## src/rtl/nmea_pkg.sv

```systemverilog
// Shared constants, FSM state type and helpers for the NMEA GGA parser.
package nmea_pkg;

    localparam int unsigned LAT_CHARS = 10;
    localparam int unsigned LON_CHARS = 11;
    localparam int unsigned MAX_LEN   = 82;
    localparam int unsigned LEN_W     = 7;
    localparam int unsigned FLD_W     = 4;

    localparam logic [7:0] DOLLAR = 8'h24;
    localparam logic [7:0] COMMA  = 8'h2C;
    localparam logic [7:0] STAR   = 8'h2A;
    localparam logic [7:0] CR     = 8'h0D;
    localparam logic [7:0] LF     = 8'h0A;
    localparam logic [7:0] SPACE  = 8'h20;

    localparam logic [FLD_W-1:0] FLD_TIME = 4'd1;
    localparam logic [FLD_W-1:0] FLD_LAT  = 4'd2;
    localparam logic [FLD_W-1:0] FLD_NS   = 4'd3;
    localparam logic [FLD_W-1:0] FLD_LON  = 4'd4;
    localparam logic [FLD_W-1:0] FLD_EW   = 4'd5;
    localparam logic [FLD_W-1:0] FLD_QUAL = 4'd6;

    typedef enum logic [2:0] {
        IDLE,
        HEADER,
        FIELDS,
        CKSUM_HI,
        CKSUM_LO,
        COMMIT,
        GAP
    } state_e;

    // Returns {valid, nibble}; valid is 0 for anything outside 0-9, A-F, a-f.
    function automatic logic [4:0] hex_to_nibble(input logic [7:0] c);
        logic [4:0] r;
        r = 5'd0;
        if (c >= 8'h30 && c <= 8'h39) begin
            r = {1'b1, 4'(c - 8'h30)};
        end else if (c >= 8'h41 && c <= 8'h46) begin
            r = {1'b1, 4'(c - 8'h37)};
        end else if (c >= 8'h61 && c <= 8'h66) begin
            r = {1'b1, 4'(c - 8'h57)};
        end
        return r;
    endfunction

endpackage

```

## src/rtl/nmea_field_buffer.sv

```systemverilog
// Left-justified, space-padded character buffer; writes past N_CHARS are dropped.
module nmea_field_buffer
    import nmea_pkg::*;
#(
    parameter int unsigned N_CHARS = 10
) (
    input  logic                 clk,
    input  logic                 rst_n,
    input  logic                 clr,
    input  logic                 wr,
    input  logic [7:0]           ch,
    output logic [8*N_CHARS-1:0] data
);

    localparam int unsigned PW = $clog2(N_CHARS + 1);

    logic [8*N_CHARS-1:0] chars_q, chars_d;
    logic [PW-1:0]        pos_q, pos_d;

    // Clear to spaces, or place the next character at the write position.
    always_comb begin
        chars_d = chars_q;
        pos_d   = pos_q;
        if (clr) begin
            chars_d = {N_CHARS{SPACE}};
            pos_d   = '0;
        end else if (wr && (pos_q < PW'(N_CHARS))) begin
            for (int unsigned i = 0; i < N_CHARS; i++) begin
                if (pos_q == PW'(i)) begin
                    chars_d[8*(N_CHARS-1-i) +: 8] = ch;
                end
            end
            pos_d = pos_q + PW'(1);
        end
    end

    // Buffer state registers.
    always_ff @(posedge clk or negedge rst_n) begin
        if (!rst_n) begin
            chars_q <= {N_CHARS{SPACE}};
            pos_q   <= '0;
        end else begin
            chars_q <= chars_d;
            pos_q   <= pos_d;
        end
    end

    assign data = chars_q;

endmodule

```

## src/rtl/nmea_gga_parser.sv

```systemverilog
// Pops UART bytes, parses GGA sentences and publishes position on a valid checksum.
module nmea_gga_parser
    import nmea_pkg::*;
(
    input  logic                   clk_50MHz,
    input  logic                   reset,
    input  logic                   fifo_empty,
    input  logic [7:0]             fifo_data,
    output logic                   fifo_rd,
    output logic [8*LAT_CHARS-1:0] lat_ascii,
    output logic [7:0]             lat_hemi,
    output logic [8*LON_CHARS-1:0] lon_ascii,
    output logic [7:0]             lon_hemi,
    output logic                   fix_valid,
    output logic                   sentence_done,
    output logic                   checksum_err
);

    state_e                 state_q, state_d, ret_q, ret_d;
    logic [2:0]             hdr_idx_q, hdr_idx_d;
    logic [FLD_W-1:0]       field_q, field_d;
    logic                   first_q, first_d;
    logic [7:0]             csum_q, csum_d;
    logic [3:0]             rx_hi_q, rx_hi_d;
    logic [LEN_W-1:0]       len_q, len_d;
    logic [7:0]             lat_hemi_sh_q, lat_hemi_sh_d;
    logic [7:0]             lon_hemi_sh_q, lon_hemi_sh_d;
    logic [7:0]             qual_sh_q, qual_sh_d;
    logic [8*LAT_CHARS-1:0] lat_ascii_q, lat_ascii_d;
    logic [8*LON_CHARS-1:0] lon_ascii_q, lon_ascii_d;
    logic [7:0]             lat_hemi_q, lat_hemi_d, lon_hemi_q, lon_hemi_d;
    logic                   fix_valid_q, fix_valid_d;
    logic                   done_q, done_d, err_q, err_d;

    logic                   rd_c, hdr_ok_c, sh_clr_c, lat_wr_c, lon_wr_c;
    logic [4:0]             hex_c;
    logic [LEN_W-1:0]       len_inc_c;
    logic [8*LAT_CHARS-1:0] lat_sh_c;
    logic [8*LON_CHARS-1:0] lon_sh_c;

    assign rd_c      = !fifo_empty && (state_q != GAP) && (state_q != COMMIT);
    assign fifo_rd   = rd_c;
    assign hex_c     = hex_to_nibble(fifo_data);
    assign len_inc_c = len_q + LEN_W'(1);

    nmea_field_buffer #(.N_CHARS(LAT_CHARS)) u_lat_buf (
        .clk(clk_50MHz), .rst_n(reset), .clr(sh_clr_c), .wr(lat_wr_c),
        .ch(fifo_data), .data(lat_sh_c)
    );

    nmea_field_buffer #(.N_CHARS(LON_CHARS)) u_lon_buf (
        .clk(clk_50MHz), .rst_n(reset), .clr(sh_clr_c), .wr(lon_wr_c),
        .ch(fifo_data), .data(lon_sh_c)
    );

    // Header character check: "G" then "P"/"N" then "GGA".
    always_comb begin
        hdr_ok_c = 1'b0;
        case (hdr_idx_q)
            3'd0:    hdr_ok_c = (fifo_data == "G");
            3'd1:    hdr_ok_c = (fifo_data == "P") || (fifo_data == "N");
            3'd2:    hdr_ok_c = (fifo_data == "G");
            3'd3:    hdr_ok_c = (fifo_data == "G");
            3'd4:    hdr_ok_c = (fifo_data == "A");
            default: hdr_ok_c = 1'b0;
        endcase
    end

    // Next-state, shadow capture and commit logic; every consumed byte is followed by GAP or COMMIT.
    always_comb begin
        state_d       = state_q;
        ret_d         = ret_q;
        hdr_idx_d     = hdr_idx_q;
        field_d       = field_q;
        first_d       = first_q;
        csum_d        = csum_q;
        rx_hi_d       = rx_hi_q;
        len_d         = len_q;
        lat_hemi_sh_d = lat_hemi_sh_q;
        lon_hemi_sh_d = lon_hemi_sh_q;
        qual_sh_d     = qual_sh_q;
        lat_ascii_d   = lat_ascii_q;
        lon_ascii_d   = lon_ascii_q;
        lat_hemi_d    = lat_hemi_q;
        lon_hemi_d    = lon_hemi_q;
        fix_valid_d   = fix_valid_q;
        done_d        = 1'b0;
        err_d         = 1'b0;
        sh_clr_c      = 1'b0;
        lat_wr_c      = 1'b0;
        lon_wr_c      = 1'b0;

        case (state_q)
            GAP:    state_d = ret_q;
            COMMIT: state_d = IDLE;
            default: begin
                if (rd_c) begin
                    state_d = GAP;
                    ret_d   = state_q;
                    if (fifo_data == DOLLAR) begin
                        csum_d        = 8'd0;
                        sh_clr_c      = 1'b1;
                        field_d       = '0;
                        first_d       = 1'b0;
                        len_d         = LEN_W'(1);
                        hdr_idx_d     = 3'd0;
                        lat_hemi_sh_d = SPACE;
                        lon_hemi_sh_d = SPACE;
                        qual_sh_d     = SPACE;
                        ret_d         = HEADER;
                    end else begin
                        case (state_q)
                            HEADER: begin
                                csum_d = csum_q ^ fifo_data;
                                len_d  = len_inc_c;
                                if (hdr_ok_c) begin
                                    hdr_idx_d = hdr_idx_q + 3'd1;
                                    if (hdr_idx_q == 3'd4) ret_d = FIELDS;
                                end else begin
                                    ret_d = IDLE;
                                end
                            end
                            FIELDS: begin
                                if (fifo_data == STAR) begin
                                    ret_d = CKSUM_HI;
                                end else if (fifo_data == CR || fifo_data == LF) begin
                                    err_d = 1'b1;
                                    ret_d = IDLE;
                                end else begin
                                    csum_d = csum_q ^ fifo_data;
                                    len_d  = len_inc_c;
                                    if (len_inc_c >= LEN_W'(MAX_LEN)) begin
                                        err_d = 1'b1;
                                        ret_d = IDLE;
                                    end else if (fifo_data == COMMA) begin
                                        if (field_q != '1) field_d = field_q + FLD_W'(1);
                                        first_d = 1'b1;
                                    end else begin
                                        first_d = 1'b0;
                                        case (field_q)
                                            FLD_LAT:  lat_wr_c = 1'b1;
                                            FLD_NS:   if (first_q) lat_hemi_sh_d = fifo_data;
                                            FLD_LON:  lon_wr_c = 1'b1;
                                            FLD_EW:   if (first_q) lon_hemi_sh_d = fifo_data;
                                            FLD_QUAL: if (first_q) qual_sh_d = fifo_data;
                                            default:  ;
                                        endcase
                                    end
                                end
                            end
                            CKSUM_HI: begin
                                if (hex_c[4]) begin
                                    rx_hi_d = hex_c[3:0];
                                    ret_d   = CKSUM_LO;
                                end else begin
                                    err_d = 1'b1;
                                    ret_d = IDLE;
                                end
                            end
                            CKSUM_LO: begin
                                state_d = COMMIT;
                                if (hex_c[4] && ({rx_hi_q, hex_c[3:0]} == csum_q)) begin
                                    done_d      = 1'b1;
                                    lat_ascii_d = lat_sh_c;
                                    lon_ascii_d = lon_sh_c;
                                    lat_hemi_d  = lat_hemi_sh_q;
                                    lon_hemi_d  = lon_hemi_sh_q;
                                    fix_valid_d = (qual_sh_q >= "1") && (qual_sh_q <= "8");
                                end else begin
                                    err_d = 1'b1;
                                end
                            end
                            default: ret_d = IDLE;
                        endcase
                    end
                end
            end
        endcase
    end

    // State, shadow and output registers.
    always_ff @(posedge clk_50MHz or negedge reset) begin
        if (!reset) begin
            state_q       <= IDLE;
            ret_q         <= IDLE;
            hdr_idx_q     <= 3'd0;
            field_q       <= '0;
            first_q       <= 1'b0;
            csum_q        <= 8'd0;
            rx_hi_q       <= 4'd0;
            len_q         <= '0;
            lat_hemi_sh_q <= SPACE;
            lon_hemi_sh_q <= SPACE;
            qual_sh_q     <= SPACE;
            lat_ascii_q   <= {LAT_CHARS{SPACE}};
            lon_ascii_q   <= {LON_CHARS{SPACE}};
            lat_hemi_q    <= SPACE;
            lon_hemi_q    <= SPACE;
            fix_valid_q   <= 1'b0;
            done_q        <= 1'b0;
            err_q         <= 1'b0;
        end else begin
            state_q       <= state_d;
            ret_q         <= ret_d;
            hdr_idx_q     <= hdr_idx_d;
            field_q       <= field_d;
            first_q       <= first_d;
            csum_q        <= csum_d;
            rx_hi_q       <= rx_hi_d;
            len_q         <= len_d;
            lat_hemi_sh_q <= lat_hemi_sh_d;
            lon_hemi_sh_q <= lon_hemi_sh_d;
            qual_sh_q     <= qual_sh_d;
            lat_ascii_q   <= lat_ascii_d;
            lon_ascii_q   <= lon_ascii_d;
            lat_hemi_q    <= lat_hemi_d;
            lon_hemi_q    <= lon_hemi_d;
            fix_valid_q   <= fix_valid_d;
            done_q        <= done_d;
            err_q         <= err_d;
        end
    end

    assign lat_ascii     = lat_ascii_q;
    assign lon_ascii     = lon_ascii_q;
    assign lat_hemi      = lat_hemi_q;
    assign lon_hemi      = lon_hemi_q;
    assign fix_valid     = fix_valid_q;
    assign sentence_done = done_q;
    assign checksum_err  = err_q;

endmodule

```

## config.mk

```make
export PLATFORM = sky130hd
export DESIGN_NAME = nmea_gga_parser
export DESIGN_NICKNAME = d
export VERILOG_FILES = /design/src/rtl/nmea_pkg.sv /design/src/rtl/nmea_field_buffer.sv /design/src/rtl/nmea_gga_parser.sv
export SDC_FILE = /design/constraint.sdc
export NUM_CORES = 1
export LEC_CHECK = 0
export BUFFER_PORTS_ARGS = -buffer_cell sky130_fd_sc_hd__buf_2
export CORE_UTILIZATION = 45
export CTS_BUF_LIST = sky130_fd_sc_hd__clkbuf_8
export CTS_CLUSTER_DIAMETER = 200
export DETAILED_ROUTE_END_ITERATION = 10
export MAX_ROUTING_LAYER = met4
export PLACE_DENSITY_LB_ADDON = 0.25
export SETUP_SLACK_MARGIN = 0.05
export SLEW_MARGIN = 20
export SYNTH_ARGS = -nofsm -noshare
export SYNTH_HDL_FRONTEND = slang
export SYNTH_HIERARCHICAL = 1
export SYNTH_SLANG_ARGS = --single-unit
```

## constraint.sdc

```tcl
create_clock -name clk_50MHz -period 4.1 [get_ports clk_50MHz]
set_input_delay 0.615 -clock clk_50MHz [delete_from_list [all_inputs] [get_ports clk_50MHz]]
set_output_delay 0.615 -clock clk_50MHz [all_outputs]
set_load 0.1 [all_outputs]
```

# After elaboration in Yosys (flattened, before gate mapping)
# Index checks and enable logic that the tools add are counted.
# word_totals
reg_bits	420
output_inout_bits	188
elab_cells	324
# classes
addsub	8
magnitude_cmp	11
n_eq_ne	53
mux	126
bitwise_logic	3
reduce_logical	82
# op_table
operator	count
$mux W8	46
$mux W88	2
$mux W80	2
$reduce_bool A2 Y1	32
$eq A4 B3 Y1 const B	11
$mux W4	11
$reduce_and A2 Y1	22
$mux W1	40
$mux W3	11
$eq A8 B7 Y1 const B	4
$reduce_and A9 Y1	3
$eq A4 B2 Y1 const B	6
$eq A8 B6 Y1 const B	3
$mux W7	3
$eq A4 B4 Y1 const B	5
$eq A8 B4 Y1 const B	2
$ge A8 B6 Y1 const B	2
$ge A8 B7 Y1 const B	2
$le A8 B6 Y1 const B	2
$le A8 B7 Y1 const B	2
$pmux W8 S2	1
$mux W5	3
$reduce_and A5 Y1	3
$pmux W7 S2	1
32 further kinds	64

# Depth between registers and ports, before layout
# logic_depth
depth_word	13
depth_mapped	14
depth_no_buf	10

# Modules after synthesis
# The synthesis kept the hierarchy.
# modules_own_cells
mod	n_inst	cells_each	area_each_um2
nmea_gga_parser	1	753	10460.0
nmea_field_buffer (u_lon_buf)	1	381	4048.9
nmea_field_buffer (u_lat_buf)	1	348	3784.9

# Worst setup path before layout
# Ideal clock, no wire load.
# synth_timing
kind	input -> register
from	input fifo_empty
to	register u_lat_buf.chars_q[48] (netlist: u_lat_buf/data[48])
setup_ps	132
t_arrival_ps	3249
required_ps	3968
path_slack_ps	719
cell_stages	10
n_path_buf	3
cell_sequence	clkbuf_1 > a21oi_2 > nand2_1 > a211oi_1 > and3_1 > buf_4 > and4bb_2 > buf_4 > mux2i_1 > nor2_1
# synth_via
elab_chain_len	8
word_cells_on_any_way	12
# synth_lines
item	line_no	rtl
start, declared	nmea_gga_parser.sv:7	input logic fifo_empty,
$logic_not A1 Y1	nmea_gga_parser.sv:41	assign rd_c = !fifo_empty && (state_q != GAP) && (state_q != COMMIT);
$logic_and A1 B1 Y1 (2 in a row)	nmea_gga_parser.sv:41	
named net fifo_rd	nmea_gga_parser.sv:9	output logic fifo_rd,
$mux W1	nmea_gga_parser.sv:97	if (rd_c) begin
$mux W1	nmea_gga_parser.sv:93	case (state_q)
named net lat_wr_c	nmea_gga_parser.sv:35	logic rd_c, hdr_ok_c, sh_clr_c, lat_wr_c, lon_wr_c;
$logic_and A1 B1 Y1	nmea_field_buffer.sv:27	end else if (wr && (pos_q < PW'(N_CHARS))) begin
$reduce_bool A2 Y1 (no source line)	n/a	
$reduce_and A2 Y1 (no source line)	n/a	
end signal, assigned	nmea_field_buffer.sv:40	chars_q <= {N_CHARS{SPACE}};
end signal, assigned	nmea_field_buffer.sv:43	chars_q <= chars_d;
end, declared	nmea_field_buffer.sv:17	logic [8*N_CHARS-1:0] chars_q, chars_d;
# The timed path passes the listed nets, and every way through them passes these cells.
# A chain may end at the register's enable or synchronous reset.

# Worst setup path after layout
# layout_timing
from	register len_q[0]
to	register u_lat_buf.chars_q[71] (netlist: u_lat_buf/data[71])
# layout_via
elab_chain_len	12
# layout_lines
item	line_no	rtl
start, declared	nmea_gga_parser.sv:25	logic [LEN_W-1:0] len_q, len_d;
start signal, assigned	nmea_gga_parser.sv:210	len_q <= len_d;
$add A7 B1 Y7	nmea_gga_parser.sv:44	assign len_inc_c = len_q + LEN_W'(1);
$ge A7 B7 Y1	nmea_gga_parser.sv:132	if (len_inc_c >= LEN_W'(MAX_LEN)) begin
$mux W1	nmea_gga_parser.sv:132	
$mux W1	nmea_gga_parser.sv:126	end else if (fifo_data == CR || fifo_data == LF) begin
$mux W1	nmea_gga_parser.sv:124	if (fifo_data == STAR) begin
$mux W1	nmea_gga_parser.sv:112	case (state_q)
$mux W1	nmea_gga_parser.sv:100	if (fifo_data == DOLLAR) begin
$mux W1	nmea_gga_parser.sv:97	
$mux W1	nmea_gga_parser.sv:93	
named net lat_wr_c	nmea_gga_parser.sv:35	
$logic_and A1 B1 Y1	nmea_field_buffer.sv:27	
$reduce_bool A2 Y1 (no source line)	n/a	
$reduce_and A2 Y1 (no source line)	n/a	
# The timed path passes the listed nets, and every way through them passes these cells.

==> flow_metrics.tcl <==
set metrics [dict create \
    yosys-top-cells-area "dfrtp_1, mux2_1, dfstp_2" \
    post-route-period-util 0.824 \
    routed_wl_um 43100 \
    ys_seq_area_frac 0.578 \
    die_width_um 204 \
    async_flop_share 1.00 \
    io_buffers 198 \
    setup_viol 0 \
    tns_ps 0 \
    die_area_mm2 0.0415 \
    yosys.area.top_type "dfrtp_1" \
    placed_cells 2135 \
    dpl.hpwl_um 27900 \
    power_leakage_uw 0.0111 \
    final_nets 1716 \
    seq_power_share 0.501 \
    period_needed_ps 3380 \
    drc 0 \
    ir_drop_mv 0.289 \
    crit_type "reg -> reg" \
    final_cell_mix "dfrtp_1, buf_2, nand2_1" \
    gp_congestion 0.861 \
    floorplan.core_area_mm2 0.0399 \
    clockPowerShare 0.398 \
    synth_edf_count 0 \
    ys_warn_count 6 \
    layout-drive-gt1-share 0.278 \
    fmax_ghz 0.296 \
    cp.required_ps 4560 \
    grt_pass1_vias 12200 \
    cts.htree.levels 3 \
    path_max_fanout 20 \
    num_vias 11900 \
    synth-seq-cells 420 \
    dpl_cell_area_mm2 0.0197 \
    use_met2 0.332 \
    p_comb_frac 0.102 \
    wl_per_cell_um 19.0 \
    synth-main-ff-cell "dfrtp_1" \
    use_met1 0.298 \
    p_sw_frac 0.268 \
    syn_nets 1515 \
    synth_top_area_frac 0.510 \
    routed_via_density 5.25 \
    finalPower_uw 9060 \
    relSlewSlack 0.288 \
    cts-root-buf "clkbuf_8" \
    p_switching_uw 2430 \
    clk_path_buf_depth 3 \
    cts_made_buffers 71 \
    dr.pass1.iters 5 \
    pin_count 199 \
    ant_nets 0 \
    grt_use_total 0.219 \
    rsz0062_at_grt "no" \
    post_cts_buffers 0 \
    fin_ws_ps 721 \
    initialDrtViolationCount 718 \
    cts_sinks 420 \
    arrival_ps 3840 \
    layoutNonFillerInstCount 2267 \
    antenna_found_initial 1 \
    synth_area_mm2 0.0183 \
    endpoint_kind "register" \
    initial_utilization 0.458 \
    worstSkewPairLatency_ps 610 \
    final_hold_viol_count 0 \
    hp-class "in -> async" \
    ys_types 75 \
    status "completed" \
    final_common_cell "dfrtp_1" \
    tightest_slew_ps 1060 \
    internal_power_uw 6640 \
    worstSetupStartpointType "register" \
    fp.dieH_um 204 \
    grt_pass1_wl_um 68700 \
    post_cts_resized 0 \
    p_per_area_mw_per_mm2 430 \
    synth_cells 1482 \
    pre_cts_slack_ps 406 \
    cts_hold_buffers 0 \
    grt-busiest-layer "met2" \
    grt_max_degree 115 \
    final_cell_area_mm2 0.0211 \
    syn_avg_cell_area_um2 12.3 \
    slew_viol_final 0 \
    path_clk_slew_ps 60 \
    cap_violations 0 \
    final.setup_skew_ps 22.7 \
    syn_to_final_growth_pct 15.2 \
    core.rowCount 73 \
    grt_use_met3 0.0414 \
    cts_tree "built" \
    overflow 0 \
]
## power by group through the flow
stage	logic (uW)	clock network, uW	registers, uW
after floorplan	641	0	4560
after global placement	900	0	4590
after detailed placement	929	0	4600
after CTS	933	3730	4530
after global routing	1030	3910	4560
final	924	3600	4540
## worst max-delay path: stages (launching register included)
cell	delay (ps)
dfrtp_1	450
ha_1	270
nand3_1	200
o21ai_0	410
nand2_1	140
o21a_1	150
a211oi_1	260
and3_1	200
buf_4	250
and4bb_1	580
mux2i_1	260
nor2_1	60
## synthesized netlist by cell type, drive strengths merged (2+ instances only)
| master | count |
|---|---|
| or2 | 5 |
| o211ai | 3 |
| nor4 | 4 |
| and3 | 3 |
| dfrtp | 373 |
| nand2 | 180 |
| or4 | 2 |
| o31ai | 4 |
| xnor2 | 8 |
| a41oi | 5 |
| nor2 | 87 |
| nor2b | 7 |
| nand3b | 4 |
| clkbuf | 29 |
| nand4b | 10 |
| ha | 22 |
| nor3 | 19 |
| buf | 70 |
| or3 | 3 |
| a211oi | 4 |
| a221oi | 2 |
| xor2 | 4 |
| a31oi | 5 |
| inv | 25 |
| nor3b | 2 |
| dfstp | 47 |
| nand4bb | 2 |
| mux2i | 99 |
| o32a | 2 |
| o21a | 3 |
| nor4b | 2 |
| and4bb | 9 |
| a211o | 5 |
| nand3 | 17 |
| nand4 | 5 |
| and4b | 9 |
| nand2b | 53 |
| o21ai | 18 |
| and2 | 7 |
| mux2 | 219 |
| a21oi | 89 |
| a22o | 2 |
| o22ai | 2 |
## registers in the layout, summed over array words and instances, names as in the netlist, 3 cells and up
name and flops:
u_lon_buf/data 88, len_q 7, rx_hi_q 4, qual_sh_q 8, csum_q 8, field_q 4, lon_ascii 88, lon_hemi_sh_q 8
hdr_idx_q 3, lat_hemi_sh_q 8, state_q 3, ret_q 3, lat_ascii 80, lat_hemi 8, lon_hemi 8, u_lat_buf/pos_q 4
u_lon_buf/pos_q 4, u_lat_buf/data 80
## logic make-up (layout without fill, tap and decap cells)
family,Yosys count,count (layout),synth area share
buffers and inverters,124,382,0.0387
AO/OA/AOI/OAI,153,153,0.0503
other,0,2,0
AND/OR/NAND/NOR,433,433,0.123
XOR/XNOR,12,12,0.00575
multiplexers,318,318,0.189
adder cells (fa/ha/maj),22,22,0.0150
flip-flops,420,420,0.578
## metrics by stage
| stage | hold WS, ps | util |
|---|---|---|
| detailed placement | 473 | 0.493 |
| global placement | 465 | 0.493 |
| floorplan | 319 | - |
| finish | 112 | 0.528 |
| CTS | 104 | 0.528 |
| global route | 126 | 0.528 |
## routing by layer
| metal | routed length, um | vias up |
|---|---|---|
| li1 | - | 5538 |
| met1 | 20300 | 6063 |
| met2 | 20300 | 229 |
| met3 | 1780 | 61 |
| met4 | 771 | 0 |
| met5 | 0 | - |
## final cells by class
cell class	count	area, um2
well taps	525	657
fillers	3457	18800
repair buffers	227	1340
multi-input cells	938	7030
clock buffers	84	1160
diodes	2	5.00
clock inverters	46	228
inverters	25	98.8
flip-flops and latches	420	10600
## path summary, 6_finish.rpt
check	start	to	slack [ps]	depth (start not counted)
max in group asynchronous	reset	lat_hemi_sh_q[5]	2980	2
max	len_q[0]	u_lat_buf/data[71]	720	11
min	reset	lon_ascii[28]	110	1
max reg2reg	len_q[0]	u_lat_buf/data[71]	720	11
min reg2reg	u_lon_buf/data[18]	lon_ascii[18]	480	1
min in group clk_50MHz	fifo_empty	state_q[2]	380	2
Power figures use the tool's default switching activity.
